<file path="src/rtl/conv11_pkg.sv">
// rtl/conv11_pkg.sv - shared types and sizing helpers for the conv11 window generator
package conv11_pkg;

  typedef enum logic [1:0] {
    ST_IDLE  = 2'd0,
    ST_RUN   = 2'd1,
    ST_DRAIN = 2'd2
  } state_t;

  // Counter width for a range of n values; never narrower than one bit.
  function automatic int cnt_w(input int n);
    return (n > 1) ? $clog2(n) : 1;
  endfunction

endpackage

</file>
<file path="src/rtl/conv11_line_buffer.sv">
// rtl/conv11_line_buffer.sv - fixed-depth shift FIFO holding one image row
module conv11_line_buffer #(
  parameter int DATA_WIDTH = 8,
  parameter int DEPTH      = 28
) (
  input  logic                  clk,
  input  logic                  rst_n,
  input  logic                  shift_en,
  input  logic [DATA_WIDTH-1:0] din,
  output logic [DATA_WIDTH-1:0] dout
);

  logic [DEPTH-1:0][DATA_WIDTH-1:0] mem_q;
  logic [DEPTH-1:0][DATA_WIDTH-1:0] mem_d;

  always_comb begin
    mem_d = mem_q;
    if (shift_en) begin
      mem_d = {mem_q[DEPTH-2:0], din};
    end
  end

  always_ff @(posedge clk or negedge rst_n) begin
    if (!rst_n) begin
      mem_q <= '0;
    end else begin
      mem_q <= mem_d;
    end
  end

  // Tail is the pixel pushed DEPTH accepts ago: same column, one row up.
  assign dout = mem_q[DEPTH-1];

endmodule

</file>
<file path="src/rtl/conv11_window_gen.sv">
// rtl/conv11_window_gen.sv - raster pixel stream to stride-1 3x3 window stream
module conv11_window_gen
  import conv11_pkg::*;
#(
  parameter int DATA_WIDTH = 8,
  parameter int IMG_W      = 28,
  parameter int IMG_H      = 28
) (
  input  logic                  clk,
  input  logic                  rst_n,
  input  logic                  start,
  input  logic                  pix_valid,
  input  logic [DATA_WIDTH-1:0] pix_in,
  output logic                  pix_ready,
  output logic                  valid_out,
  input  logic                  ready_in,
  output logic [DATA_WIDTH-1:0] win_0_0,
  output logic [DATA_WIDTH-1:0] win_0_1,
  output logic [DATA_WIDTH-1:0] win_0_2,
  output logic [DATA_WIDTH-1:0] win_1_0,
  output logic [DATA_WIDTH-1:0] win_1_1,
  output logic [DATA_WIDTH-1:0] win_1_2,
  output logic [DATA_WIDTH-1:0] win_2_0,
  output logic [DATA_WIDTH-1:0] win_2_1,
  output logic [DATA_WIDTH-1:0] win_2_2,
  output logic                  busy,
  output logic                  frame_done
);

  localparam int COL_W = cnt_w(IMG_W);
  localparam int ROW_W = cnt_w(IMG_H);
  localparam logic [COL_W-1:0] COL_LAST = COL_W'(IMG_W - 1);
  localparam logic [ROW_W-1:0] ROW_LAST = ROW_W'(IMG_H - 1);

  state_t                              state_q, state_d;
  logic [ROW_W-1:0]                    row_q, row_d;
  logic [COL_W-1:0]                    col_q, col_d;
  logic [2:0][2:0][DATA_WIDTH-1:0]     sr_q, sr_d;
  logic [2:0][2:0][DATA_WIDTH-1:0]     win_q, win_d;
  logic                                valid_q, valid_d;
  logic                                accept;
  logic                                emit;
  logic [DATA_WIDTH-1:0]               lb0_out, lb1_out;

  conv11_line_buffer #(
    .DATA_WIDTH (DATA_WIDTH),
    .DEPTH      (IMG_W)
  ) u_lb0 (
    .clk      (clk),
    .rst_n    (rst_n),
    .shift_en (accept),
    .din      (pix_in),
    .dout     (lb0_out)
  );

  conv11_line_buffer #(
    .DATA_WIDTH (DATA_WIDTH),
    .DEPTH      (IMG_W)
  ) u_lb1 (
    .clk      (clk),
    .rst_n    (rst_n),
    .shift_en (accept),
    .din      (lb0_out),
    .dout     (lb1_out)
  );

  always_comb begin
    state_d    = state_q;
    row_d      = row_q;
    col_d      = col_q;
    sr_d       = sr_q;
    win_d      = win_q;
    frame_done = 1'b0;

    // A held window blocks new pixels so the output register is never overwritten.
    pix_ready = (state_q == ST_RUN) && (!valid_q || ready_in);
    accept    = pix_valid && pix_ready;
    emit      = accept && (row_q >= ROW_W'(2)) && (col_q >= COL_W'(2));
    valid_d   = emit ? 1'b1 : (ready_in ? 1'b0 : valid_q);

    if (accept) begin
      for (int r = 0; r < 3; r++) begin
        sr_d[r][0] = sr_q[r][1];
        sr_d[r][1] = sr_q[r][2];
      end
      sr_d[0][2] = lb1_out;
      sr_d[1][2] = lb0_out;
      sr_d[2][2] = pix_in;
      if (col_q == COL_LAST) begin
        col_d = '0;
        row_d = (row_q == ROW_LAST) ? '0 : row_q + ROW_W'(1);
      end else begin
        col_d = col_q + COL_W'(1);
      end
    end

    if (emit) begin
      win_d = sr_d;
    end

    case (state_q)
      ST_IDLE: begin
        if (start) begin
          state_d = ST_RUN;
          row_d   = '0;
          col_d   = '0;
        end
      end
      ST_RUN: begin
        if (accept && (row_q == ROW_LAST) && (col_q == COL_LAST)) begin
          state_d = ST_DRAIN;
        end
      end
      ST_DRAIN: begin
        if (valid_q && ready_in) begin
          state_d    = ST_IDLE;
          frame_done = 1'b1;
        end
      end
      default: state_d = ST_IDLE;
    endcase
  end

  always_ff @(posedge clk or negedge rst_n) begin
    if (!rst_n) begin
      state_q <= ST_IDLE;
      row_q   <= '0;
      col_q   <= '0;
      sr_q    <= '0;
      win_q   <= '0;
      valid_q <= 1'b0;
    end else begin
      state_q <= state_d;
      row_q   <= row_d;
      col_q   <= col_d;
      sr_q    <= sr_d;
      win_q   <= win_d;
      valid_q <= valid_d;
    end
  end

  assign busy      = (state_q != ST_IDLE);
  assign valid_out = valid_q;
  assign win_0_0   = win_q[0][0];
  assign win_0_1   = win_q[0][1];
  assign win_0_2   = win_q[0][2];
  assign win_1_0   = win_q[1][0];
  assign win_1_1   = win_q[1][1];
  assign win_1_2   = win_q[1][2];
  assign win_2_0   = win_q[2][0];
  assign win_2_1   = win_q[2][1];
  assign win_2_2   = win_q[2][2];

endmodule

</file>
<file path="config.mk">
export PLATFORM = sky130hd
export DESIGN_NAME = conv11_window_gen
export DESIGN_NICKNAME = d
export VERILOG_FILES = /design/src/rtl/conv11_pkg.sv /design/src/rtl/conv11_line_buffer.sv /design/src/rtl/conv11_window_gen.sv
export SDC_FILE = /design/constraint.sdc
export NUM_CORES = 1
export LEC_CHECK = 0
export CAP_MARGIN = 20
export CORE_MARGIN = 1
export CORE_UTILIZATION = 65
export DETAILED_ROUTE_END_ITERATION = 8
export GPL_TIMING_DRIVEN = 0
export HOLD_SLACK_MARGIN = 0.1
export PLACE_DENSITY_LB_ADDON = 0.25
export SETUP_SLACK_MARGIN = 0.3
export SLEW_MARGIN = 0
export SYNTH_ARGS = -nofsm -noshare
export SYNTH_HDL_FRONTEND = slang
export SYNTH_SLANG_ARGS = --single-unit
</file>
<file path="constraint.sdc">
create_clock -name clk -period 5.8 [get_ports clk]
set_input_delay 1.45 -clock clk [delete_from_list [all_inputs] [get_ports clk]]
set_output_delay 1.45 -clock clk [all_outputs]
set_load 0.005 [all_outputs]
</file>
* Word level (Yosys, flattened, before mapping)
Index checks and enable logic that the tools add are counted.
Widths: inputs -> output; s select.
** Word-level totals
- Bits in registers :: 605
- Output and inout bits :: 76
** Operators by class
- Add/subtract/negate cells :: 2
- $lt $le $gt $ge :: 2
- Equality and inequality tests :: 7
- Multiplexer cells :: 18
- Reductions and logical operators :: 13
** Operator list (number)
- $mux 72 :: 1
- $mux 5 :: 9
- $add 5x1->5 const B :: 2
- $eq 5x5->1 const B :: 2
- $ge 5x2->1 const B :: 2
- $logic_and 1x1->1 :: 7
- $mux 2 :: 3
- $pmux 2 s3 :: 1
- $mux 1 :: 4
- $ne 2x2->1 const B :: 2
- $reduce_bool 2->1 :: 2
- $reduce_and 3->1 :: 1
- $eq 2x1->1 const B :: 1
- $eq 2x2->1 const B :: 1
- $logic_not 2->1 :: 1
- $ne 2x1->1 const B :: 1
- $logic_not 1->1 :: 1
- $logic_or 1x1->1 :: 1

* Depth between registers and ports, before layout
- Depth after elaboration :: 8
- Mapped depth :: 8

* Hierarchy
From an unflattened synthesis, not the netlist that was laid out.
** Unflattened totals
- Cell total of the unflattened synthesis :: 1402
- Area, all modules :: 23669.0 µm²
** Modules (own cells, without submodules)
- conv11_line_buffer :: times used 2, cells each 481, area each 9032.4 µm², sequential area each 5605.4 µm²
- conv11_window_gen :: times used 1, cells each 440, area each 5604.1 µm², sequential area each 3328.2 µm²

* Worst setup path before layout
OpenSTA, ideal clock, no wires.
- Path kind :: input to output
- Start :: input port ready_in
- End :: output port pix_ready
- Arrival time :: 1783 ps
- Data required time :: 4350 ps
- Slack :: 2567 ps
- Stages on the path :: 2
- Path buffers :: 0
- Cell sequence :: nand2b_1 and2_1
** On the way
- Longest elaborated chain between the ends :: 2
** RTL lines
- start: declaration :: line conv11_window_gen.sv:16 : input logic ready_in,
- $logic_or 1x1->1 :: line conv11_window_gen.sv:76 : pix_ready = (state_q == ST_RUN) && (!valid_q || ready_in);
- $logic_and 1x1->1 :: line conv11_window_gen.sv:76
- end: declaration :: line conv11_window_gen.sv:14 : output logic pix_ready,
No other way between the ends.

* Worst setup path in the final report
Ends and elaborated chain as after synthesis.

==> results.ini <==
[synth]
synth_sequential_area_ratio_pct=65.63
ys_types=35
yosys.area_share.simple_pct=26.03
syn_avg_cell_area_um2=9.560
dominant_combinational_cell_family_by_area_after_synthesis=simple AND/OR/NAND/NOR gates
synth-xor-area-share_pct=0
synth.ff_latch_count=581
cells_after_synthesis=2317
synth_top_cell_area_share_pct=65.63
ys_warn_count=0
ys_top_cells_by_area=sky130_fd_sc_hd__dfrtp_1 66%, sky130_fd_sc_hd__nand2_1 25%, sky130_fd_sc_hd__mux2_4 4.7%, sky130_fd_sc_hd__buf_2 1.3%, sky130_fd_sc_hd__clkbuf_1 0.80%
synth-adder-area-share_pct=0.2259
muxShareOfSynthArea_pct=4.846
synth-compound-area-share_pct=0.4971
synth.cell_area_um2=22150
synth_fp_nets=2334
synth.largest_area_cell=sky130_fd_sc_hd__dfrtp_1

[critical_path]
cp_data_arrival_time_ns=2.82
worst_path_most_repeated_cell=sky130_fd_sc_hd__clkdlybuf4s50_1
reg2reg_setup_slack_ns=3.34
startpoint=ready_in
timing.critical_path.to=pix_ready
cp-end-kind=primary output
worst-path-max-fanout=6
worstPathRequired_ns=4.35
crit-reg2reg-capture=u_lb0.mem_q[210]$_DFFE_PN0N_
start_kind=input port
r2r-start=state_q[0]$_DFFE_PN0P_
worst_r2r_path_cells=7
timing.setup.critical_path_class=in -> out
crit_path_cell_trace=clkdlybuf4s50_1 -> nand2b_1 -> and2_1 -> clkdlybuf4s50_1
slowest_delay_ns=0.51
crit_path_top_delay_cell=sky130_fd_sc_hd__clkdlybuf4s50_1

[sta]
grt_setup_unrepaired=false
post-route-min-period_ns=4.273
layout_worst_path_cycle_share_pct=73.67
slew_viol_final=0
timing.max_slew.rel_slack_pct=51.05
setup-tns-final_ns=0
slew_at_the_pin_closest_to_its_max_slew_limit_ns=0.7343
fmax_ghz=0.2340
finalSetupViolCount=0
report.final.hold_viol_count=0
final.setup.worst_slack_ns=1.527
timing.clock.skew_ns=0.01836
fin_hold_ws_ns=0.4608

[route]
drt_wl_total_um=45090
route.detailed.drc=0
post_drt_wl_per_cell_um=15.25
ant_nets=0
routed-via-count=15431
route.detailed.vias_per_inst=5.218
number_of_drc_markers_in_iteration_0=1104
drt_pass1_iterations=5

[layout]
drive_above_1_share_pct=9.287
fillerInstances=2150
n_antenna_cell=0
area_growth_syn_to_fin_pct=15.24
final_design_area_no_fill_um2=25530
design.final.nets=2483

[clocking]
tritoncts_clock_tree=built
cts_max_path_buffers=3
clock_pin_transition_on_the_worst_setup_and_hold_timing_paths_ns=0.06
post_cts_resize_count=0
post_cts_setup_driven_buffer_insertion_count=0
cell_chosen_for_the_clock_root=sky130_fd_sc_hd__clkbuf_16
holdBufCountCts=0
cts.sink_count=581
cts-buffers-inserted=55
h-tree-depth=2
clock_latency_at_the_later_pin_of_the_worst_skew_pair_ns=0.58

[floorplanning]
io_pins=89
fp.dieArea_um2=34820
initial_cell_density_of_the_core_pct=66.06
fp.coreArea_um2=33530
std_cell_rows=67
die_span_in_x_um=186.6
die_h_um=186.6

[place]
hpwl_um=28510
pre_cts_slack_ns=1.552
post_dp_cell_area_um2=23710
port_buffers=88
routabilityCongestion=0.8527

[global_route]
combined_global_route_utilization_of_all_metal_layers_pct=27.20
grt_pass1_wl_um=77200
grt_start_max_net_pins=131
number_of_antenna_violations_at_the_first_check_in_global_routing=0
total_global_routing_overflow=0
vias_in_the_first_global_route=15805

[power_and_ir_drop]
irDropWorstVdd_mv=0.2744
p_per_area_nw_per_um2=352.8
power.share.switching_pct=24.89
share_clk_of_total_power_pct=39.7
power.static_leakage_uw=0.01429
p_seq_share_pct=52.1
power_report.internal_total_uw=6765
comb_power_share_pct=8.3
net-switching-power_uw=2242

[flow_run]
cap_viol_max_count=0

[hold_path]
hold_path_depth=2
min-delay-path-class=reg -> reg

[outcome]
outcome=complete, no violations

==> registers in the layout (all words and copies together), names as in the netlist <==
register	flops
col_q	5
state_q	2
win_2_1	8
u_lb1.dout	8
win_1_2	8
u_lb0.mem_q	216
u_lb0.dout	8
valid_out	1
win_0_1	8
row_q	5
win_0_2	8
win_2_2	8
u_lb1.mem_q	216
sr_q	48
win_2_0	8
win_1_0	8
win_1_1	8
win_0_0	8
==> routing by layer <==
| metal | global-route usage (%) | part of all wire [%] | up-vias |
|---|---|---|---|
| met1 | 36.11 | 43 | 7643 |
| li1 | - | - | 7366 |
| met2 | 46.48 | 51 | 332 |
| met3 | 3.762 | 4.0 | 90 |
| met5 | 0 | 0 | - |
| met4 | 9.552 | 2.8 | 0 |
==> synthesized netlist by cell type <==
cell type / count
sky130_fd_sc_hd__nand2_1: 1482
sky130_fd_sc_hd__dfrtp_1: 581
sky130_fd_sc_hd__mux2_4: 70
sky130_fd_sc_hd__buf_2: 58
sky130_fd_sc_hd__clkbuf_1: 47
sky130_fd_sc_hd__buf_1: 11
sky130_fd_sc_hd__a21oi_1: 8
sky130_fd_sc_hd__buf_6: 7
sky130_fd_sc_hd__o21ai_0: 6
sky130_fd_sc_hd__inv_1: 5
sky130_fd_sc_hd__ha_1: 4
sky130_fd_sc_hd__nand3_1: 4
sky130_fd_sc_hd__or4_1: 4
sky130_fd_sc_hd__nand4_1: 3
sky130_fd_sc_hd__and2_1: 2
sky130_fd_sc_hd__mux2_1: 2
sky130_fd_sc_hd__nand4b_1: 2
sky130_fd_sc_hd__nor2_1: 2
sky130_fd_sc_hd__nor3b_1: 2
sky130_fd_sc_hd__or3_1: 2
sky130_fd_sc_hd__a211oi_1: 1
sky130_fd_sc_hd__and3_1: 1
sky130_fd_sc_hd__and4b_1: 1
sky130_fd_sc_hd__buf_4: 1
sky130_fd_sc_hd__nand2b_1: 1
sky130_fd_sc_hd__nand3b_1: 1
sky130_fd_sc_hd__nor2_4: 1
sky130_fd_sc_hd__nor2b_1: 1
sky130_fd_sc_hd__nor3_1: 1
sky130_fd_sc_hd__o211ai_1: 1
sky130_fd_sc_hd__o21a_1: 1
sky130_fd_sc_hd__o21ai_1: 1
sky130_fd_sc_hd__o22ai_2: 1
sky130_fd_sc_hd__or2_2: 1
sky130_fd_sc_hd__or4b_1: 1
==> cells by family after synthesis <==
kind of cell    count (synthesis)
simple gates                 1512
flops                         581
buf+inv                       129
mux                            72
compound gates                 19
fa+ha+maj                       4
==> power groups by stage <==
stage               clock (uW)  combinational (uW)  sequential (uW)
floorplan                    0                 492             4690
global placement             0                 691             4750
detailed placement           0                 739             4750
CTS                       3620                 758             4690
global route              3780                 869             4730
finish                    3570                 744             4690
==> layout by cell type (no fill, tap or decap), drive strengths merged, types with 3 or more instances in the layout <==
cell           synthesis  layout
nand2               1482    1482
dfrtp                581     581
clkbuf                47     131
clkdlybuf4s50          0      87
buf                   77      82
mux2                  72      72
clkinv                 0      13
a21oi                  8       8
o21ai                  7       7
inv                    5       5
nand3                  4       4
or4                    4       4
ha                     4       4
nand4                  3       3
nor2                   3       3
==> worst min path at each step <==
stage / start / to / slack [ns]
6_report: u_lb0.mem_q[172]$_DFFE_PN0N_ / u_lb0.mem_q[180]$_DFFE_PN0N_ / 0.46
5_1_grt: u_lb1.mem_q[176]$_DFFE_PN0N_ / u_lb1.mem_q[184]$_DFFE_PN0N_ / 0.48
4_1_cts: u_lb1.mem_q[176]$_DFFE_PN0N_ / u_lb1.mem_q[184]$_DFFE_PN0N_ / 0.46
3_5_place_dp: u_lb1.mem_q[204]$_DFFE_PN0N_ / u_lb1.mem_q[212]$_DFFE_PN0N_ / 0.45
3_3_place_gp: u_lb0.mem_q[103]$_DFFE_PN0N_ / u_lb0.mem_q[111]$_DFFE_PN0N_ / 0.45
2_1_floorplan: u_lb0.mem_q[208]$_DFFE_PN0N_ / u_lb0.dout[0]$_DFFE_PN0N_ / 0.44
==> stage by stage <==
| step | total power, uW | util [%] | cells |
|---|---|---|---|
| final | 9006 | 76.13 | 2957 |
| after global routing | 9382 | 76.13 | 2957 |
| after CTS | 9063 | 76.13 | 2957 |
| after detailed placement | 5489 | 70.70 | 2857 |
| after global placement | 5442 | 70.36 | 2853 |
| after floorplan | 5179 | - | 2317 |
==> worst max-delay path, delay by kind of cell <==
| kind | cells | cell delay [ns] |
|---|---|---|
| buffers and inverters | 2 | 0.98 |
| AND/OR/NAND/NOR | 2 | 0.39 |
==> cell type report <==
class,count,area (um2),area share [%]
inverters,5,18.77,0.07352
flip-flops and latches,581,14540,56.95
well taps,448,560.5,2.196
clock buffers,84,1688,6.612
clock inverters,16,132.6,0.5195
repair buffers,92,996.0,3.901
plain buffers,124,594.3,2.328
multi-input cells,1607,6999,27.42
(Power assumes the default switching activity.)
==> edit 1 (same settings) <==
Make the reset (`rst_n`) synchronous in 2 clocked blocks.
--- a/src/rtl/conv11_line_buffer.sv
+++ b/src/rtl/conv11_line_buffer.sv
@@ -22,3 +22,3 @@
 
-  always_ff @(posedge clk or negedge rst_n) begin
+  always_ff @(posedge clk) begin
     if (!rst_n) begin
--- a/src/rtl/conv11_window_gen.sv
+++ b/src/rtl/conv11_window_gen.sv
@@ -123,3 +123,3 @@
 
-  always_ff @(posedge clk or negedge rst_n) begin
+  always_ff @(posedge clk) begin
     if (!rst_n) begin
Formal check against the unedited RTL: differs if rst_n is asserted again (counterexample within 4 cycles, from zero or initial values and one cycle with rst_n low); with rst_n held inactive, the same outputs for 10 cycles.
==> edit 1 against the unedited design <==
  * The flow now finishes with violations (DRC)
  * Final cell count increased by 5.3%
  * Clock skew decreased by 5.4 ps
  * Hold slack got worse by 11 ps
  * Sequential cell count unchanged
  * Sequential share of layout area decreased by 7.9 points
  * Critical path depth unchanged
  * Utilization increased by 0.74 points
  * Worst setup slack got worse by 89 ps
  * Final area decreased by 7.2%
  * Wire length increased by 5.1%
  * Synthesized area decreased by 7.3%
  * Critical endpoint unchanged
Power is not compared: it rests on default switching activity, and its combinational part moved more than twofold at a synthesized area within 25%.
==> edit 1: results (changes against the unedited design) <==
reg2reg_slack_ps: 3770  # +430 ps
async_reset_ff_frac: 0  # -1.00
reg2reg_from: "col_q[0]"
dp.cells: 3017  # +5.6%
grtUsageTotal: 0.288  # +0.0161
place_hpwl_um: 32200  # +13%
place.gp.congestion: 0.857  # +0.55%
synth.distinct_cells: 40  # +14%
cp.arrival_ps: 2910  # +90 ps
layout-drive-gt1-share: 0.0689  # -0.0240
grt_max_degree: 15  # -89%
synthFlopType: "dfxtp_1"
post-cts-setup-buffers: 0  # unchanged
synth_area_per_cell_sq_um: 8.11  # -15%
outcome: "finished, violations left"
dpl_worst_slack_ps: 1460  # -95.6 ps
drcViolationCount: 15  # +15
finClkSkew_ps: 12.9  # -5.41 ps
viasPerCell: 5.48  # +5.0%
finalNetCount: 2695  # +8.5%
first_pass_iters: 9  # +4
reg2reg_depth: 7  # unchanged
synth_commonest_cells: "1126 x nand2_1, 581 x dfxtp_1, 505 x a21oi_1"
wl_per_cell_um: 15.2  # -0.12%
hold_depth: 2  # unchanged
synth_seq_area_share: 0.566  # -0.0899
slew_headroom: 0.522  # +0.0118
path_clk_slew_ps: 60  # about the same
violations: "DRC"
holdPathEnd: "u_lb0.mem_q[151]"
cp_max_fo: 5  # -1
hp-start: "u_lb0.mem_q[143]"
drtIter0Drc: 1150  # +4.2%
grt_pass1_vias: 16400  # +4.0%
antenna_found_initial: 1  # +1
timing.hold.ws_ps: 449  # -11.3 ps
netlist_top_cells_area: "dfxtp_1 57%, nand2_1 21%, a21oi_1 12%"
## edit 1: worst max-delay path by stage
stage / slack (ps) / from / end / depth (start not counted)
after floorplan: 2520 / ready_in / pix_ready / 2
after global placement: 1480 / ready_in / pix_ready / 4
after detailed placement: 1460 / ready_in / pix_ready / 4
after CTS: 1450 / ready_in / pix_ready / 4
after global routing: 1390 / ready_in / pix_ready / 4
final: 1440 / ready_in / pix_ready / 4
## edit 1: area by class of cell
class / instances / area, sq um
Tap cell: 396 / 495
Antenna cell: 1 / 2.50
Inverter: 7 / 26.3
Multi-Input combinational cell: 1750 / 7870
Clock buffer: 84 / 1650
Fill cell: 2127 / 7130
Sequential cell: 581 / 11600
Timing Repair Buffer: 88 / 881
Clock inverter: 11 / 138
Buffer: 195 / 1010
## edit 1: where the power goes
group / switching, uW / internal, uW
clock: 1460 / 2080
sequential: 5.33 / 4000
combinational: 208 / 57.6
total: 1680 / 6130
## edit 1: routing by layer
layer	share of wire	track usage	vias up
met2	0.49	0.512	466
met4	0.030	0.108	0
met5	0	0	-
li1	-	-	8430
met3	0.055	0.0405	96
met1	0.42	0.354	8071
## edit 1: cell families (layout without fill, tap and decap cells)
| kind of cell | count (synthesis) | after routing | share of synthesized area |
|---|---|---|---|
| AO/OA/AOI/OAI | 516 | 516 | 0.127 |
| other | 0 | 1 | 0 |
| multiplexers | 72 | 72 | 0.0351 |
| buffers and inverters | 202 | 385 | 0.0505 |
| flip-flops | 581 | 581 | 0.566 |
| adder cells (fa/ha/maj) | 4 | 4 | 0.00244 |
| AND/OR/NAND/NOR | 1158 | 1158 | 0.218 |
## edit 1: worst reg2reg max path: stages (launching register included)
cell and delay [ps]:
dfxtp_1 420, inv_1 70, ha_1 190, or4_4 550, o22ai_4 220, nor2_8 130, buf_12 190, mux2i_1 190
## edit 1: per-stage QoR
stage	total power [uW]	util	cell area, sq um
final	7810	0.769	23700
after global routing	8030	0.769	23700
after floorplan	4270	-	20500
after global placement	4340	0.711	21900
after detailed placement	4350	0.711	21900
after CTS	7820	0.769	23700
==> edit 2 (same settings) <==
Without the edit above. `DATA_WIDTH` is set to 8 in 2 places; all go to 10.
--- a/src/rtl/conv11_line_buffer.sv
+++ b/src/rtl/conv11_line_buffer.sv
@@ -2,3 +2,3 @@
 module conv11_line_buffer #(
-  parameter int DATA_WIDTH = 8,
+  parameter int DATA_WIDTH = 10,
   parameter int DEPTH      = 28
--- a/src/rtl/conv11_window_gen.sv
+++ b/src/rtl/conv11_window_gen.sv
@@ -4,3 +4,3 @@
 #(
-  parameter int DATA_WIDTH = 8,
+  parameter int DATA_WIDTH = 10,
   parameter int IMG_W      = 28,
Interface: changed (10 resized); port bits go from 89 to 109. The function was not compared with the original's and may differ.
==> edit 2 against the unedited design <==
  * Hold slack lost 8.1 ps
  * Highest routed layer is now met5
  * Sequential cell count grew 142
  * Wire length grew 30%
  * Critical path type unchanged
  * Die area grew 24%
  * Fmax shrank 1.5%
  * Worst setup slack lost 63 ps
  * Final area grew 25%
  * Largest power group unchanged
  * Power grew 33%
  * Critical endpoint unchanged
  * Synthesized area grew 25%
  * Final cell count grew 24%
==> edit 2: results (changes against the unedited design) <==
h-tree-depth: 3  # +1
irDropWorstVdd_uv: 313  # +14%
drtIter0Drc: 1542  # +40%
grt_pass1_wl_um: 99400  # +29%
grt_max_degree: 134  # +2.3%
cp.arrival_ps: 2890  # +70 ps
finClkSkew_ps: 23.7  # +5.35 ps
reg2reg_depth: 8  # +1
netlist_top_cells_area: "dfrtp_1 65%, nand2_1 25%, mux2_4 4.9%"
post-route-util: 0.762  # about the same
leakage_uw: 0.0179  # +25%
viasPerCell: 5.32  # +2.0%
synth.distinct_cells: 36  # +2.9%
synth_commonest_cells: "1848 x nand2_1, 723 x dfrtp_1, 90 x mux2_4"
outcome: "finished clean"
p_sw_uw: 3000  # +34%
reg2reg_from: "state_q[1]"
synthMuxAreaShare: 0.0493  # +0.000796
cts_buffers: 72  # +31%
largestRegisters: "u_lb0.mem_q x270, u_lb1.mem_q x270, sr_q x60"
fill_cells: 2626  # +22%
synth-adder-area-share: 0.00181  # -0.000448
wl_per_cell_um: 16.1  # +5.4%
syn_nets: 2893  # +24%
place.gp.congestion: 0.821  # -3.7%
place_hpwl_um: 38400  # +35%
slew_headroom: 0.548  # +0.0376
grtUsageTotal: 0.284  # +0.0120
dpl-instance-area_sq_mm: 0.0296  # +25%
synth_seq_area_share: 0.655  # -0.00167
crit_path_max_incr_delay_ps: 490  # -20 ps
finalNetCount: 3081  # +24%
portBuffers: 108  # +23%
synth_compound_area_frac: 0.00426  # -0.000715
antenna_found_initial: 1  # +1
-- edit 2: layer usage --
metal	vias up	global-route usage	part of all wire
met5	-	0	0.00015
met4	2	0.104	0.034
met3	142	0.0445	0.043
met2	454	0.471	0.49
met1	9711	0.384	0.43
li1	9150	-	-
-- edit 2: through the flow --
step,setup WS [ps],cells
finish,1460,3655
floorplan,2500,2874
global placement,-26680,3521
CTS,1470,3655
detailed placement,1480,3527
global route,1410,3655
-- edit 2: how the worst min path moves through the flow --
stage / from / endpoint / slack (ps) / cells after the start
global route: u_lb1.mem_q[196] / u_lb1.mem_q[206] / 470 / 2
CTS: u_lb1.mem_q[188] / u_lb1.mem_q[198] / 460 / 2
detailed placement: u_lb1.mem_q[106] / u_lb1.mem_q[116] / 450 / 2
floorplan: u_lb0.mem_q[260] / u_lb0.dout[0] / 440 / 2
finish: u_lb1.mem_q[188] / u_lb1.mem_q[198] / 450 / 2
global placement: u_lb0.mem_q[113] / u_lb0.mem_q[123] / 450 / 2
-- edit 2: worst min-delay path: cells and delay by family, from the launching register on --
family | cells | cell delay (ps)
simple gates | 2 | 100
flops | 1 | 340
-- edit 2: layout make-up --
cell class	count	share of cell area
Sequential cell	723	0.566
Multi-Input combinational cell	1991	0.272
Clock buffer	111	0.0679
Timing Repair Buffer	114	0.0391
Buffer	154	0.0257
Tap cell	539	0.0211
Clock inverter	17	0.00724
Inverter	6	0.000705
-- edit 2: power by group through the flow --
stage	registers [uW]	clock network (uW)	logic, uW
6_report	6000	4680	1280
5_1_grt	6050	4940	1450
4_1_cts	5990	4740	1300
3_5_place_dp	6060	0	1270
3_3_place_gp	6070	0	1200
2_1_floorplan	5960	0	771
